$ cat config.mk
export PLATFORM = sky130hd
export DESIGN_NAME = pcie_sipo_aligner
export DESIGN_NICKNAME = d
export VERILOG_FILES = /design/src/rtl/pcie_phy_pkg.sv /design/src/rtl/pcie_comma_detect.sv /design/src/rtl/pcie_sipo_aligner.sv
export SDC_FILE = /design/constraint.sdc
export NUM_CORES = 1
export LEC_CHECK = 0
export ABC_AREA = 0
export BUFFER_PORTS_ARGS = -buffer_cell sky130_fd_sc_hd__buf_2
export CAP_MARGIN = 25
export CORE_ASPECT_RATIO = 0.5
export CORE_MARGIN = 5
export CORE_UTILIZATION = 48
export CTS_CLUSTER_DIAMETER = 30
export CTS_CLUSTER_SIZE = 14
export DETAILED_ROUTE_END_ITERATION = 8
export PLACE_DENSITY_LB_ADDON = 0.3
export SYNTH_ARGS = -nofsm -noshare
export SYNTH_HDL_FRONTEND = slang
export SYNTH_SLANG_ARGS = --single-unit
$ cat constraint.sdc
create_clock -name clk -period 2.15 [get_ports clk]
set_input_delay 0.1075 -clock clk [delete_from_list [all_inputs] [get_ports clk]]
set_output_delay 0.1075 -clock clk [all_outputs]
set_load 0.02 [all_outputs]
$ cat src/rtl/pcie_phy_pkg.sv
// Shared PCIe PHY definitions.
//   - align_state_e : receive symbol-alignment states (UNLOCKED, ALIGNED, LOCKED)
//   - K28_5_P/N     : K28.5 comma, RD- and RD+ forms, MSB first. These are
//                     shared by the transmit serializer, the aligner and the
//                     decoder.
package pcie_phy_pkg;

  typedef enum logic [1:0] {
    UNLOCKED = 2'd0,
    ALIGNED  = 2'd1,
    LOCKED   = 2'd2
  } align_state_e;

  localparam logic [9:0] K28_5_P = 10'b0011111010;
  localparam logic [9:0] K28_5_N = 10'b1100000101;

endpackage

$ cat src/rtl/pcie_comma_detect.sv
// Combinational comma detector.
// It compares a candidate symbol window against both running-disparity forms
// of the comma. A match is reported only once the window holds real received
// bits. This block is also used by the elastic buffer.
//   i_sr_next   : candidate window, first-received bit in the MSB
//   i_fill_done : window is fully populated with received bits
//   o_hit       : window equals COMMA_P or COMMA_N
module pcie_comma_detect
  import pcie_phy_pkg::*;
#(
  parameter int                    DATA_WIDTH = 10,
  parameter logic [DATA_WIDTH-1:0] COMMA_P    = K28_5_P,
  parameter logic [DATA_WIDTH-1:0] COMMA_N    = K28_5_N
) (
  input  logic [DATA_WIDTH-1:0] i_sr_next,
  input  logic                  i_fill_done,
  output logic                  o_hit
);

  assign o_hit = i_fill_done && ((i_sr_next == COMMA_P) || (i_sr_next == COMMA_N));

endmodule

$ cat src/rtl/pcie_sipo_aligner.sv
// Receive-side serial-to-parallel converter with comma-based symbol alignment.
// It shifts in an MSB-first serial stream and finds symbol boundaries from
// K28.5 commas. Once aligned, it emits one DATA_WIDTH-bit symbol per
// DATA_WIDTH enabled bits.
//   clk          : lane bit clock
//   reset_n      : asynchronous active-low reset
//   enable       : bit strobe; data_in is sampled only when high
//   data_in      : serial bit
//   symbol_out   : recovered symbol, first-received bit in the MSB (held between pulses)
//   symbol_valid : one-cycle pulse when symbol_out is new
//   is_comma     : qualifies symbol_valid; the symbol is a comma
//   locked       : high while in LOCKED
module pcie_sipo_aligner
  import pcie_phy_pkg::*;
#(
  parameter int                    DATA_WIDTH   = 10,
  parameter logic [DATA_WIDTH-1:0] COMMA_P      = K28_5_P,
  parameter logic [DATA_WIDTH-1:0] COMMA_N      = K28_5_N,
  parameter int                    LOCK_TIMEOUT = 16
) (
  input  logic                  clk,
  input  logic                  reset_n,
  input  logic                  enable,
  input  logic                  data_in,
  output logic [DATA_WIDTH-1:0] symbol_out,
  output logic                  symbol_valid,
  output logic                  is_comma,
  output logic                  locked
);

  localparam int               CNT_W    = $clog2(DATA_WIDTH);
  localparam int               TO_W     = $clog2(LOCK_TIMEOUT + 1);
  localparam logic [CNT_W-1:0] LAST_BIT = CNT_W'(DATA_WIDTH - 1);
  localparam logic [TO_W-1:0]  TO_LAST  = TO_W'(LOCK_TIMEOUT - 1);

  align_state_e          r_state;
  logic [DATA_WIDTH-1:0] r_sr;
  logic [CNT_W-1:0]      r_bit_cnt;
  logic [CNT_W-1:0]      r_fill_cnt;
  logic [TO_W-1:0]       r_to_cnt;
  logic [DATA_WIDTH-1:0] r_symbol;
  logic                  r_valid;
  logic                  r_is_comma;

  align_state_e          w_state_next;
  logic [DATA_WIDTH-1:0] w_sr_next;
  logic                  w_fill_done;
  logic                  w_comma_hit;
  logic                  w_last_bit;
  logic                  w_emit;
  logic [CNT_W-1:0]      w_bit_cnt_next;
  logic [TO_W-1:0]       w_to_cnt_next;

  assign w_sr_next = {r_sr[DATA_WIDTH-2:0], data_in};
  // The fill counter saturates at W-1. The bit being sampled now completes
  // the first fully populated window.
  assign w_fill_done = (r_fill_cnt == LAST_BIT);
  assign w_last_bit  = (r_bit_cnt == LAST_BIT);

  pcie_comma_detect #(
    .DATA_WIDTH (DATA_WIDTH),
    .COMMA_P    (COMMA_P),
    .COMMA_N    (COMMA_N)
  ) u_comma_detect (
    .i_sr_next   (w_sr_next),
    .i_fill_done (w_fill_done),
    .o_hit       (w_comma_hit)
  );

  always_comb begin
    w_state_next  = r_state;
    w_emit        = 1'b0;
    w_to_cnt_next = r_to_cnt;
    // Any comma re-phases the boundary, even an aligned one, where the
    // counter wraps to 0 anyway.
    if (w_comma_hit || w_last_bit) w_bit_cnt_next = '0;
    else                           w_bit_cnt_next = r_bit_cnt + CNT_W'(1);

    case (r_state)
      UNLOCKED: begin
        if (w_comma_hit) begin
          w_state_next  = ALIGNED;
          w_emit        = 1'b1;
          w_to_cnt_next = '0;
        end
      end
      ALIGNED: begin
        // A comma wins over a timeout expiry on the same boundary.
        if (w_comma_hit) begin
          w_emit        = 1'b1;
          w_to_cnt_next = '0;
          if (w_last_bit) w_state_next = LOCKED;
        end else if (w_last_bit) begin
          w_emit = 1'b1;
          if (r_to_cnt == TO_LAST) begin
            w_state_next  = UNLOCKED;
            w_to_cnt_next = '0;
          end else begin
            w_to_cnt_next = r_to_cnt + TO_W'(1);
          end
        end
      end
      LOCKED: begin
        if (w_comma_hit && !w_last_bit) begin
          w_state_next  = ALIGNED;
          w_emit        = 1'b1;
          w_to_cnt_next = '0;
        end else if (w_last_bit) begin
          w_emit = 1'b1;
        end
      end
      default: w_state_next = UNLOCKED;
    endcase
  end

  always_ff @(posedge clk or negedge reset_n) begin
    if (!reset_n)    r_state <= UNLOCKED;
    else if (enable) r_state <= w_state_next;
  end

  always_ff @(posedge clk or negedge reset_n) begin
    if (!reset_n) begin
      r_sr       <= '0;
      r_bit_cnt  <= '0;
      r_fill_cnt <= '0;
      r_to_cnt   <= '0;
      r_symbol   <= '0;
      r_valid    <= 1'b0;
      r_is_comma <= 1'b0;
    end else begin
      r_valid <= 1'b0;
      if (enable) begin
        r_sr      <= w_sr_next;
        r_bit_cnt <= w_bit_cnt_next;
        r_to_cnt  <= w_to_cnt_next;
        if (!w_fill_done) r_fill_cnt <= r_fill_cnt + CNT_W'(1);
        if (w_emit) begin
          r_symbol   <= w_sr_next;
          r_valid    <= 1'b1;
          r_is_comma <= w_comma_hit;
        end
      end
    end
  end

  assign symbol_out   = r_symbol;
  assign symbol_valid = r_valid;
  assign is_comma     = r_is_comma;
  assign locked       = (r_state == LOCKED);

endmodule

## Yosys cells after proc, flatten, opt, wreduce, memory -nomap -nowiden

Index checks and enable logic that the tools add are counted.

| operators by class | value |
|---|---|
| $add $sub $neg | 3 |
| eq/ne operators | 12 |
| mux-type cells | 21 |
| bitwise gates (word level) | 1 |
| reductions and logical operators | 11 |

Operators by type and width:

| kind | count |
|---|---|
| 5-bit 2-to-1 mux | 5 |
| 5-bit case mux with 3 select lines | 1 |
| 2-bit 2-to-1 mux | 6 |
| 10-bit == test (second input constant) | 1 |
| 10-bit by 8-bit == test with 1-bit output (second input constant) | 1 |
| 5-bit AND reduction | 2 |
| 4-bit by 1-bit adder with 4-bit output (second input constant) | 2 |
| 4-bit == test (second input constant) | 2 |
| 1-bit 2-to-1 mux | 6 |
| 3-bit inequality test (second input constant) | 2 |
| 2-bit case mux with 3 select lines | 1 |
| 5-bit by 1-bit adder with 5-bit output (second input constant) | 1 |
| 5-bit by 4-bit == test with 1-bit output (second input constant) | 1 |
| 4-bit 2-to-1 mux | 1 |
| 2-bit inequality test (second input constant) | 2 |
| 2-bit AND reduction | 2 |
| 1-bit case mux with 3 select lines | 1 |
| 3-bit nonzero test | 1 |
| 2-bit by 1-bit == test with 1-bit output (second input constant) | 1 |
| 2-bit == test (second input constant) | 1 |
| 1-bit logical AND | 2 |
| 2-bit logical NOT | 1 |
| 1-bit logical OR | 2 |
| 2-bit by 1-bit inequality test with 1-bit output (second input constant) | 1 |
| 2 further kinds | 2 |

| storage, ports and cells | value |
|---|---|
| register bits | 36 |
| input port bits | 4 |
| output and inout port bits | 13 |
| logic and storage cells | 56 |

## Logic depth before layout (Yosys ltp)

Gate-level depths: netlist of the first run.

| logic depth | value |
|---|---|
| word-level depth | 8 |
| depth in mapped cells | 8 |
| depth with buffers taken out | 8 |

## Modules after synthesis

A second synthesis of the first run with hierarchy kept.

| second synthesis, totals | value |
|---|---|
| cell total of the unflattened synthesis | 144 |
| area total of the unflattened synthesis | 1780.5 um2 |

By module, submodules not included:

| module | instances | cells each | area each (um2) | seq. area each (um2) |
|---|---|---|---|---|
| pcie_sipo_aligner | 1 | 135 | 1716.6 | 900.9 |
| pcie_comma_detect | 1 | 9 | 63.8 | 0.0 |

## Least setup slack after synthesis of the first run

OpenSTA, ideal clock, no wires.

| timing path | value |
|---|---|
| path type | reg2reg |
| from | register r_sr[7] |
| to | register r_symbol[0] (netlist: symbol_out[0]) |
| library setup time | 0.125 ns |
| data arrival time | 1.957 ns |
| required time | 2.025 ns |
| setup slack | 0.068 ns |
| cell stages (with the launch flop) | 8 |
| buffers on the path | 1 |
| clock period less this slack | 2.082 ns |
| path through | dfrtp_1 > or2_1 > or3_1 > a21oi_2 > a21oi_1 > nor3_2 > buf_6 > mux2_2 |

| between the ends | value |
|---|---|
| longest elaborated chain between the ends | 7 |
| elaborated cells on any way between the ends | 10 |
| classes of those cells | 2 x eq/ne; 4 x mux; 4 x reduce/logical |

Ends and longest elaborated chain:

| element | line | source |
|---|---|---|
| from (decl) | pcie_sipo_aligner.sv:37 | `logic [DATA_WIDTH-1:0] r_sr;` |
| from (signal assigned) | pcie_sipo_aligner.sv:133 | `r_sr <= w_sr_next;` |
| 10-bit by 8-bit == test with 1-bit output or 10-bit == test (tied branches) | pcie_comma_detect.sv:20 | `assign o_hit = i_fill_done && ((i_sr_next == COMMA_P) \|\| (i_sr_next == COMMA_N));` |
| 1-bit logical OR * | pcie_comma_detect.sv:20 |  |
| 1-bit logical AND * | pcie_comma_detect.sv:20 |  |
| 1-bit logical AND | pcie_sipo_aligner.sv:104 | `if (w_comma_hit && !w_last_bit) begin` |
| 1-bit 2-to-1 mux | pcie_sipo_aligner.sv:104 |  |
| 1-bit case mux with 3 select lines * | pcie_sipo_aligner.sv:79 | `case (r_state)` |
| 2-bit AND reduction (no source line) * | -- |  |
| to (signal assigned) | pcie_sipo_aligner.sv:138 | `r_symbol <= w_sr_next;` |
| to (decl) | pcie_sipo_aligner.sv:41 | `logic [DATA_WIDTH-1:0] r_symbol;` |

Mark *: on every way between the ends. The rest lies on a longest branch, timed or not.
A chain may end at the register's enable or synchronous reset.

## Final worst setup path of the first run

| timing path | value |
|---|---|
| from | register r_sr[0] |
| to | register r_symbol[7] (netlist: symbol_out[7]) |

The elaborated chain is that of the path after synthesis.

==> reports/results.ini, run 1 <==
[run_status]
outcome=finished with violations
violations=negative setup slack

[logic_synthesis]
ys_types=42
syn_area_per_cell_um2=11.6
synth-edff-count=0
synth_common_cells=36 x dfrtp_1, 18 x mux2_2, 12 x nand2_1, 9 x ha_1
synth_async_sr_flop_share=1.00
yosys.area.top_type_share=0.512
synth_nets=165
netlist_instances=152
synth-seq-cells=36
ys_warn_count=0
synthFlopType=dfrtp_1
yosysMostFrequentCell=dfrtp_1
synth_area_leaders=dfrtp_1 51%, mux2_2 12%, ha_1 6.4%, nand2_1 2.6%, nand3_1 2.0%
synth_top_area_cell=dfrtp_1
ys_seq_area_frac=0.512
synth_area_mm2=0.00176

[sta]
rsz0062_at_grt=true
hold_viol_final=0
setup_ws_ps=-52.1
slew_headroom=0.474
slew_violations=0
max_freq_mhz=454
period_needed_ps=2200
tightest_slew_ps=790
final.setup_skew_ps=4.72
finalCritPeriodShare=1.02
finalSetupViolCount=10

[setup_path]
slowest_delay_ps=410
r2r_end=symbol_out[7]$_DFFE_PN0P_
critPathRequiredTime_ps=2330
crit_end=symbol_out[7]$_DFFE_PN0P_
worstSetupPathType=flop to flop
regToRegSetupSlack_ps=-50
cp_cell_sequence=buf_6, nand4bb_4, or3_4, a21oi_4, nor2_2, nor3_2, buf_4, mux2_4
r2r_cells=8
start_kind=flop
r2r-start=r_sr[0]$_DFFE_PN0P_
startpoint=r_sr[0]$_DFFE_PN0P_
worst_path_max_delay_cell=dfrtp_1
path_max_fanout=5
cp.arrival_ps=2380
critPathCaptureType=flop

[final_layout]
ff_latch_area_um2=902
fillers=264
finish.net_count=205
final_util=0.650
area_growth_pct=28.4
num_antenna_cells=0
layout-drive-gt1-share=0.389
multi_input_area_um2=910

[global_routing]
grt.overflow.total=0
grt_usage=0.151
antenna_found_initial=0
grt_max_degree=37
grt_pass1_vias=1273
grt_pass1_wl_um=5730

[detailed_routing]
ant_nets=0
drtIter0Drc=24
wl_per_cell_um=14.2
route.vias.total=1284
wl_um=3460
drc=0
vias_per_cell=5.26
first_pass_iters=4

[power_and_ir_drop]
p_leak_nw=1.07
peakVddDrop_mv=0.545
p_per_area_mw_per_mm2=1120
power_mw=2.52

[die]
start_util=0.506
core-area_mm2=0.00347
io_pins=17
die_h_um=52.8
dieArea_mm2=0.00505
dieWidth_um=95.6
row_count=15

[clock_tree]
h-tree-depth=2
clkTransAtPathRegs_ps=70
cts_buffers=5
clock_latency_ps=290
cts_tree=yes
clockRootBuffer=clkbuf_8
clkSinkCount=36
cts_buffer_depth=2

[place]
portBuffers=16
pre_cts_ws_ps=-35.7
hpwl_um=2220
globalplace.congestion=0.786

[job]
max_cap_violations=0

[worst_hold_path]
hp-class=input port to flop

layout make-up:
class | count | share of cell area
multi-input combinational | 105 | 0.403
clock buffer | 5 | 0.0305
timing repair buffer | 36 | 0.106
tap | 51 | 0.0283
inverter | 8 | 0.0133
sequential | 36 | 0.400
clock inverter | 3 | 0.0188
power breakdown:
part	internal [mW]	switching [mW]	total [mW]
Clock	0.343	0.243	0.585
Combinational	0.457	0.406	0.863
Sequential	0.904	0.168	1.07
Total	1.70	0.817	2.52
timing repair:
item | in CTS | in global routing
setup buffers | 0 | 4
gates resized for setup | 2 | 21
cloned | 0 | 1
pin swaps | 0 | 7
hold buffers | 1 | 0
endpoints found under the hold margin | 36 | 0
setup endpoints to repair | 10 | 16
worst max-delay path: cells and delay by family (launching register included):
kind	cells	cell delay (ps)
simple gates	4	840
mux	1	300
flops	1	410
buf+inv	2	340
compound gates	1	190
per-layer routing:
layer	track usage	share of wire	up-vias
li1	-	-	627
met1	0.189	0.48	629
met2	0.246	0.47	24
met3	0.0531	0.041	4
met4	0.0472	0.0061	0
met5	0	0	-
state kept, by name (all words and copies together), names as in the netlist:
signal        cells
r_fill_cnt        4
r_state           2
symbol_out       10
is_comma          1
symbol_valid      1
r_to_cnt          5
r_sr              9
r_bit_cnt         4
metrics by stage:
| step | instance area, um2 | hold slack [ps] | instances | setup TNS (ps) |
|---|---|---|---|---|
| detailed placement | 1990 | 244 | 230 | -331 |
| global placement | 1990 | 235 | 230 | -162 |
| floorplan | 1760 | -188 | 152 | 0 |
| finish | 2260 | 99.5 | 244 | -461 |
| global route | 2260 | 95.4 | 244 | -1600 |
| CTS | 2120 | 77.2 | 239 | 0 |
how the worst min path moves through the flow:
stage                       start                 endpoint  slack, ps  cells past startpoint
final                     data_in      r_sr[0]$_DFFE_PN0P_        100                      2
after global routing      data_in      r_sr[0]$_DFFE_PN0P_        100                      2
after CTS                 data_in      r_sr[0]$_DFFE_PN0P_         80                      2
after detailed placement  reset_n  r_to_cnt[1]$_DFFE_PN0P_        240                      1
after global placement    reset_n  r_to_cnt[1]$_DFFE_PN0P_        230                      1
after floorplan           reset_n     is_comma$_DFFE_PN0P_       -190                      0
cells in the final DEF, fill, tap and decap left out, types with 2 or more instances in the layout:
| cell | count |
|---|---|
| nand3_1 | 7 |
| mux2_4 | 10 |
| inv_1 | 8 |
| o31ai_1 | 2 |
| buf_6 | 2 |
| nand3b_1 | 2 |
| o21ai_0 | 7 |
| nand2_1 | 12 |
| clkbuf_8 | 5 |
| dfrtp_1 | 35 |
| mux2_2 | 9 |
| xnor2_1 | 3 |
| nor2_1 | 7 |
| buf_4 | 17 |
| a21o_1 | 2 |
| buf_2 | 16 |
| a21oi_1 | 3 |
| ha_1 | 9 |
| nand4_1 | 3 |
| mux2i_1 | 2 |
cells by family (layout without fill, tap and decap cells):
logic type,Yosys count,count (layout),synth area share
flip-flops,36,36,0.512
AND/OR/NAND/NOR,47,47,0.149
adder cells (fa/ha/maj),9,9,0.0641
multiplexers,21,21,0.133
buffers and inverters,11,52,0.0278
XOR/XNOR,3,3,0.0149
AO/OA/AOI/OAI,25,25,0.0989
Power figures use the tool's default switching activity.
==> inputs of run 2 (changes only) <==
--- a/config.mk
+++ b/config.mk
@@ -7,7 +7,6 @@
 export LEC_CHECK = 0
 export ABC_AREA = 0
 export BUFFER_PORTS_ARGS = -buffer_cell sky130_fd_sc_hd__buf_2
-export CAP_MARGIN = 25
 export CORE_ASPECT_RATIO = 0.5
 export CORE_MARGIN = 5
 export CORE_UTILIZATION = 48
==> constraint.sdc (replaced) <==
create_clock -name clk -period 2.7 [get_ports clk]
set_input_delay 0.135 -clock clk [delete_from_list [all_inputs] [get_ports clk]]
set_output_delay 0.135 -clock clk [all_outputs]
set_load 0.02 [all_outputs]
==> reports/results.ini, run 2 (synthesized netlist as in run 1, its figures left out) <==
[run_status]
outcome=finished, final reports clean

[setup_path]
r2r-start=r_fill_cnt[1]$_DFFE_PN0P_
crit_family=simple AND/OR/NAND/NOR gates
start_kind=flop
cp_cell_sequence=inv_1, ha_1, nand3b_1, or4_4, nand3_1, o21bai_2, o211ai_2, a22o_1
critPathCaptureType=flop
worstSetupPathType=flop to flop
slowest_delay_ps=620  ; +210 ps
cp.arrival_ps=2490  ; +110 ps
r2r_cells=8  ; unchanged
cp_num_buf_inv=1  ; -1
worst_path_max_delay_cell=or4_4
regToRegSetupSlack_ps=380  ; +440 ps
path_max_fanout=5  ; unchanged
r2r_end=r_state[1]$_DFFE_PN0P_
critPathRequiredTime_ps=2870  ; +540 ps

[final_layout]
largest_register_ffs=10  ; unchanged
finish.net_count=187  ; -8.8%
area_growth_pct=14.2
final_util=0.578  ; -0.0717
final_common_cell=dfrtp_1
num_antenna_cells=0  ; unchanged
fillers=294  ; +11%
ff_latch_area_um2=901  ; -0.14%
layout_common_cells=36 x dfrtp_1, 18 x mux2_2, 16 x buf_2
multi_input_area_um2=808  ; -11%
layout-drive-gt1-share=0.274  ; -0.114

[die]
dieWidth_um=95.6  ; unchanged
dieArea_mm2=0.00505  ; unchanged
die_h_um=52.8  ; unchanged
core-area_mm2=0.00347  ; unchanged
row_count=15  ; unchanged
io_pins=17  ; unchanged
start_util=0.506  ; unchanged

[global_routing]
grt.overflow.total=0  ; unchanged
grt_max_degree=37  ; unchanged
grt_pass1_wl_um=5470  ; -4.5%
antenna_found_initial=0  ; unchanged
grt_pass1_vias=1183  ; -7.1%
grt_usage=0.144  ; -0.00670

[detailed_routing]
wl_um=3100  ; -10%
route.vias.total=1214  ; -5.5%
wl_per_cell_um=13.7  ; -3.0%
drc=0  ; unchanged
ant_nets=0  ; unchanged
first_pass_iters=4  ; unchanged
vias_per_cell=5.37  ; +2.1%
drtIter0Drc=33  ; +38%

[job]
max_cap_violations=0  ; unchanged

[clock_tree]
cts_resized=0  ; -2
clock_latency_ps=280  ; about the same
cts_buffer_depth=2  ; unchanged
cts_tree=yes
cts_buffers=5  ; unchanged
h-tree-depth=2  ; unchanged
clkTransAtPathRegs_ps=70  ; about the same
clockRootBuffer=clkbuf_8
clkSinkCount=36  ; unchanged

[sta]
final.setup_skew_ps=3.54  ; -1.18 ps
holdWs_ps=128  ; +28.9 ps
slew_violations=0  ; unchanged
max_freq_mhz=432  ; -4.9%
finalSetupViolCount=0  ; -10
finalCritPeriodShare=0.858  ; -0.167
tightest_slew_ps=771  ; -19.0 ps
slew_headroom=0.486  ; +0.0126
tns_ps=0  ; +461 ps
hold_viol_final=0  ; unchanged
rsz0062_at_grt=false
period_needed_ps=2320  ; +113 ps

[worst_hold_path]
hold_end=r_sr[0]$_DFFE_PN0P_
hp-class=input port to flop
hp-start=data_in
holdPathStages=2  ; unchanged

[place]
globalplace.congestion=0.853  ; +8.6%
hpwl_um=2210  ; -0.47%
portBuffers=16  ; unchanged

[power_and_ir_drop]
p_per_area_mw_per_mm2=912  ; -18%
p_leak_nw=0.950  ; -11%
peakVddDrop_mv=0.408  ; -25%

-- run 2: timing repair --
item                                   CTS  global route
setup buffers                            0             0
endpoints found under the hold margin   36             0
hold buffers                             1             0
-- run 2: worst max path at each step --
| stage | start | slack [ps] | to | cells after the start |
|---|---|---|---|---|
| 4_1_cts | r_fill_cnt[1]$_DFFE_PN0P_ | 390 | r_state[1]$_DFFE_PN0P_ | 8 |
| 2_1_floorplan | r_sr[7]$_DFFE_PN0P_ | 620 | symbol_out[0]$_DFFE_PN0P_ | 7 |
| 6_report | r_fill_cnt[1]$_DFFE_PN0P_ | 380 | r_state[1]$_DFFE_PN0P_ | 8 |
| 3_3_place_gp | r_fill_cnt[1]$_DFFE_PN0P_ | 420 | r_state[1]$_DFFE_PN0P_ | 8 |
| 3_5_place_dp | r_fill_cnt[1]$_DFFE_PN0P_ | 410 | r_state[1]$_DFFE_PN0P_ | 8 |
| 5_1_grt | r_fill_cnt[1]$_DFFE_PN0P_ | 250 | r_state[1]$_DFFE_PN0P_ | 8 |
-- run 2: where the power goes --
| group | total [mW] | switching, mW | internal (mW) |
|---|---|---|---|
| clock network | 0.458 | 0.184 | 0.274 |
| logic | 0.507 | 0.267 | 0.240 |
| registers | 0.867 | 0.148 | 0.720 |
-- run 2: worst reg2reg max path, delay by kind of cell (launching register included) --
kind / cells / cell delay, ps
simple gates: 3 / 980
compound gates: 3 / 630
flops: 1 / 410
fa+ha+maj: 1 / 130
buf+inv: 1 / 60
-- run 2: area by class of cell --
cell class,count,area share
Clock inverter,2,0.0174
Clock buffer,6,0.0361
Sequential cell,36,0.449
Tap cell,51,0.0318
Multi-Input combinational cell,105,0.402
Timing Repair Buffer,18,0.0486
Inverter,8,0.0150
-- run 2: per-layer routing --
layer	routed length, um	global-route usage
met3	191	0.0402
met2	1340	0.222
met1	1540	0.190
met5	0	0
met4	27	0.0660
-- run 2: per-stage QoR --
step	setup slack [ps]	cells	area, um2	power (mW)
after CTS	388	226	2010	1.86
after global routing	254	226	2010	1.96
after global placement	425	217	1890	1.37
after detailed placement	405	217	1890	1.39
final	385	226	2010	1.83
after floorplan	618	152	1760	1.22
